[config.mk]
export PLATFORM = sky130hd
export DESIGN_NAME = background_gen
export DESIGN_NICKNAME = d
export VERILOG_FILES = /design/src/rtl/background_gen.sv
export SDC_FILE = /design/constraint.sdc
export NUM_CORES = 1
export LEC_CHECK = 0
export CORE_UTILIZATION = 40
export CTS_CLUSTER_DIAMETER = 40
export CTS_CLUSTER_SIZE = 25
export DETAILED_ROUTE_END_ITERATION = 10
export PLACE_DENSITY = 0.9
export SYNTH_ARGS = -nofsm -noshare
export SYNTH_HDL_FRONTEND = slang
export SYNTH_SLANG_ARGS = --single-unit
[constraint.sdc]
create_clock -name clk -period 1.71 [get_ports clk]
set_input_delay 0.171 -clock clk [delete_from_list [all_inputs] [get_ports clk]]
set_output_delay 0.171 -clock clk [all_outputs]
set_load 0.005 [all_outputs]
[src/rtl/background_gen.sv]
// rtl/background_gen.sv - two-stage playfield background colour pipeline for the VGA path.
// Optional water shimmer animation enabled by defining BG_WATER_ANIM_EN.
module background_gen #(
    parameter int X_LEFT     = 96,
    parameter int X_RIGHT    = 544,
    parameter int BLK_LOG2   = 5,
    parameter int END_ROW    = 0,
    parameter int RIVER_TOP  = 1,
    parameter int RIVER_BOT  = 7,
    parameter int GRASS0_ROW = 7,
    parameter int GRASS1_ROW = 14,
    parameter int ANIM_DIV   = 8,
    parameter int PHASE_W    = 3
) (
    input  logic       clk,
    input  logic       rst_n,
    input  logic       frame_start,
    input  logic       freeze,
    input  logic       pix_valid,
    input  logic       on,
    input  logic [9:0] colPos,
    input  logic [9:0] rowPos,
    output logic [5:0] color,
    output logic       color_valid
);

    localparam logic [9:0] XL   = 10'(X_LEFT);
    localparam logic [9:0] XR   = 10'(X_RIGHT);
    localparam logic [9:0] ER   = 10'(END_ROW);
    localparam logic [9:0] RT   = 10'(RIVER_TOP);
    localparam logic [9:0] RB   = 10'(RIVER_BOT);
    localparam logic [9:0] G0   = 10'(GRASS0_ROW);
    localparam logic [9:0] G1   = 10'(GRASS1_ROW);
    localparam logic [5:0] BLACK = 6'b000000;
    localparam logic [5:0] BLUE  = 6'b000011;
    localparam logic [5:0] HILITE = 6'b010111;

    logic       s1_valid_q, s1_valid_d;
    logic       s1_on_q, s1_on_d;
    logic       s1_end_q, s1_end_d;
    logic       s1_river_q, s1_river_d;
    logic       s1_grass_q, s1_grass_d;
    logic [2:0] s1_p4_q, s1_p4_d;
    logic [2:0] s1_p8_q, s1_p8_d;
    logic [5:0] color_q, color_d;
    logic       color_valid_q, color_valid_d;

    logic [9:0] blk;
    logic       in_x;
    logic [9:0] col_s;

`ifdef BG_WATER_ANIM_EN
    localparam int DIV_W = (ANIM_DIV > 1) ? $clog2(ANIM_DIV) : 1;
    logic [DIV_W-1:0]   div_cnt_q, div_cnt_d;
    logic [PHASE_W-1:0] phase_q, phase_d;

    always_comb begin
        div_cnt_d = div_cnt_q;
        phase_d   = phase_q;
        if (frame_start && !freeze) begin
            if (div_cnt_q == DIV_W'(ANIM_DIV - 1)) begin
                div_cnt_d = '0;
                phase_d   = phase_q + 1'b1;
            end else begin
                div_cnt_d = div_cnt_q + 1'b1;
            end
        end
    end

    always_ff @(posedge clk or negedge rst_n) begin
        if (!rst_n) begin
            div_cnt_q <= '0;
            phase_q   <= '0;
        end else begin
            div_cnt_q <= div_cnt_d;
            phase_q   <= phase_d;
        end
    end

    // Pixel coincident with a pulse sees the registered (old) phase
    assign col_s = colPos + 10'({phase_q, 3'b000});
`else
    logic unused_anim;
    assign unused_anim = &{1'b0, frame_start, freeze};
    assign col_s = colPos;
`endif

    assign blk  = rowPos >> BLK_LOG2;
    assign in_x = (colPos >= XL) && (colPos < XR);

    always_comb begin
        s1_valid_d = pix_valid;
        s1_on_d    = pix_valid && on;
        s1_end_d   = in_x && (blk == ER);
        s1_river_d = in_x && (blk >= RT) && (blk < RB);
        s1_grass_d = in_x && ((blk == G0) || (blk == G1));
        s1_p4_d    = {colPos[2] ^ rowPos[2], colPos[3] ^ rowPos[4], colPos[4] ^ rowPos[3]};
        s1_p8_d    = {col_s[3] ^ rowPos[3], col_s[4] ^ rowPos[5], col_s[5] ^ rowPos[4]};
    end

    always_comb begin
        color_valid_d = s1_valid_q;
        color_d       = BLACK;
        if (s1_on_q) begin
            if (s1_end_q) begin
                case (s1_p4_q)
                    3'b000:  color_d = 6'b001000;
                    3'b001:  color_d = 6'b001001;
                    3'b010:  color_d = 6'b011000;
                    3'b011:  color_d = 6'b110001;
                    3'b100:  color_d = 6'b011110;
                    3'b111:  color_d = 6'b110001;
                    default: color_d = 6'b001000;
                endcase
            end else if (s1_river_q) begin
`ifdef BG_WATER_ANIM_EN
                color_d = (s1_p8_q == 3'b000) ? HILITE : BLUE;
`else
                color_d = (&{1'b1, s1_p8_q} | 1'b1) ? BLUE : HILITE;
`endif
            end else if (s1_grass_q) begin
                case (s1_p4_q)
                    3'b001, 3'b011: color_d = 6'b100000;
                    3'b101, 3'b010: color_d = 6'b010000;
                    default:        color_d = 6'b010001;
                endcase
            end
        end
    end

    always_ff @(posedge clk or negedge rst_n) begin
        if (!rst_n) begin
            s1_valid_q    <= 1'b0;
            s1_on_q       <= 1'b0;
            s1_end_q      <= 1'b0;
            s1_river_q    <= 1'b0;
            s1_grass_q    <= 1'b0;
            s1_p4_q       <= 3'b000;
            s1_p8_q       <= 3'b000;
            color_q       <= BLACK;
            color_valid_q <= 1'b0;
        end else begin
            s1_valid_q    <= s1_valid_d;
            s1_on_q       <= s1_on_d;
            s1_end_q      <= s1_end_d;
            s1_river_q    <= s1_river_d;
            s1_grass_q    <= s1_grass_d;
            s1_p4_q       <= s1_p4_d;
            s1_p8_q       <= s1_p8_d;
            color_q       <= color_d;
            color_valid_q <= color_valid_d;
        end
    end

    assign color       = color_q;
    assign color_valid = color_valid_q;

endmodule

==> flow_summary.ini <==
[setup_path]
endpoint_kind = output port
critical_path_required_ps = 1540
critPathTopFamily = buffers and inverters
cp_cell_sequence = clkdlybuf4s50_1
cp_max_fo = 1
cp-start-kind = register
worst-path-buf-inv = 1
cp.arrival_ps = 1110
cpPeakStageDelay_ps = 500
cp_slowest_cell = clkdlybuf4s50_1
rrSetupSlack_ps = 560
critical_path_class = reg -> out

[cts]
cts_tree = done
htreeDepth = 1
clock_latency_ps = 280
cts-root-buf = clkbuf_4
cts_inserted_buffers = 3
holdBufCountCts = 0
cts_sinks = 15
path_clk_slew_ps = 90
ctsLongestPathBuffers = 2
cts_resized = 0
cts_setup_buffers = 0

[route]
via_per_inst = 5.31
drt-wirelength-per-cell_um = 11.3
vias = 526
remaining_drc_errors = 0
antenna_left = 0
detailedRoute.firstPassIterationCount = 4
postRouteWirelength_um = 1120
drt_iter0_markers = 12

[timing]
skew_ps = 4.60
finalCriticalPeriod_ps = 1280
hold_viol_final = 0
finalSetupTns_ps = 0
report.final.slew_viol_count = 0
finalSetupViolCount = 0
setup_ws_ps = 431
fin_crit_sh = 0.748
relSlewSlack = 0.587
rsz0062_at_grt = no
fmax_mhz = 782
worst_pin_slew_ps = 618

[run]
cap_violations = 0

[cells_and_area]
syn_to_final_growth_pct = 49.3
final_common_cell = clkdlybuf4s50_1
drive_gt1_frac = 0.0595
final_cell_mix = 26 x clkdlybuf4s50_1, 15 x dfrtp_1, 5 x nor2_1
nNetsFinal = 111
antenna_cells = 0

[logic_synthesis]
ys_ff_latch = 15
synth_top_area_share = 0.606
avgSynthCellArea_um2 = 11.5
syn_area_um2 = 619
yosys-top-cells-area = dfrtp_1 61%, xor2_1 5.7%, nor2_1 3.0%
seq_area_frac_synth = 0.606
ys_types = 24
syn_nets = 80
synth_enable_flop_cells = 0
yosysTopAreaCell = dfrtp_1
ys_warn_count = 0
synth_ff_type = dfrtp_1
async_reset_ff_frac = 1.00
syn_inst = 54

[worst_hold_path]
hold_class = in -> async

[placement]
port_buffers = 26
routabilityCongestion = 0.744
pre_cts_slack_ps = 369
dpl.hpwl_um = 936

[grt]
grt_pass1_wl_um = 1870
grt_max_degree = 16
grt_usage = 0.176
antenna_found_initial = 0
grt_pass1_vias = 483
overflow = 0

[floorplanning]
die_y_um = 41.4
die_x_um = 41.4
start_util = 0.453
rows = 13
ios = 33
dieArea_um2 = 1710
coreArea_um2 = 1370

[power]
powerDensity_nw_per_um2 = 729
p_leak_nw = 0.398
vdd_drop_max_uv = 353

[status]
status = completed
metal layers:
metal	up-vias	track usage	routed length (um)
met5	-	0	0
met4	0	0.145	31
met3	6	0.0372	71
met2	29	0.328	655
met1	240	0.161	364
li1	251	-	-
kinds of logic after synthesis:
kind of cell | synth area share
DFF | 0.606
and+or+nand+nor | 0.186
AOI/OAI and AO/OA | 0.133
buffers and inverters | 0.0182
xor gates and xnor gates | 0.0566
sequential cells by signal, indices dropped and copies added (netlist names):
name,count
s1_end_q,1
s1_river_q,1
s1_p4_q,3
color_valid,1
s1_on_q,1
color,6
s1_grass_q,1
color_valid_d,1
synth_stat cells, types with 2 or more instances:
master    n
nor2_1    5
xor2_1    4
nand3_1   2
and2_1    2
dfrtp_1  15
o21ai_0   2
nor3_1    3
inv_1     3
nand2_1   3
final timing paths:
path	depth (start not counted)	endpoint	start
worst max-delay path	1	color[0]	color[0]$_DFF_PN0_
worst min-delay path	1	s1_end_q$_DFF_PN0_	rst_n
worst max register to register	3	color[4]$_DFF_PN0_	s1_end_q$_DFF_PN0_
worst min register to register	0	color_valid$_DFF_PN0_	color_valid_d$_DFF_PN0_
max in group asynchronous	1	s1_grass_q$_DFF_PN0_	rst_n
min in group clk	0	color_valid$_DFF_PN0_	color_valid_d$_DFF_PN0_
layout make-up:
class                      instances  area (um2)
fill                             118         442
clock buffer                       4        26.3
multi-input combinational         36         233
timing repair buffer              26         260
sequential                        15         375
inverter                           3        11.3
tap                               15        18.8
report_power, final:
part           internal, W  switching [W]
sequential        0.000368      0.0000144
clock            0.0000906       0.000108
combinational    0.0000597      0.0000343
per-stage QoR:
| stage | util | power, W | hold slack (ps) | area (um2) | std cells |
|---|---|---|---|---|---|
| after floorplan | - | 0.000416 | -125 | 619 | 54 |
| after global placement | 0.658 | 0.000479 | 334 | 898 | 95 |
| after detailed placement | 0.658 | 0.000484 | 335 | 898 | 95 |
| after CTS | 0.677 | 0.000681 | 286 | 925 | 99 |
| after global routing | 0.677 | 0.000707 | 311 | 925 | 99 |
| final | 0.677 | 0.000674 | 268 | 925 | 99 |
(Power assumes the default switching activity.)
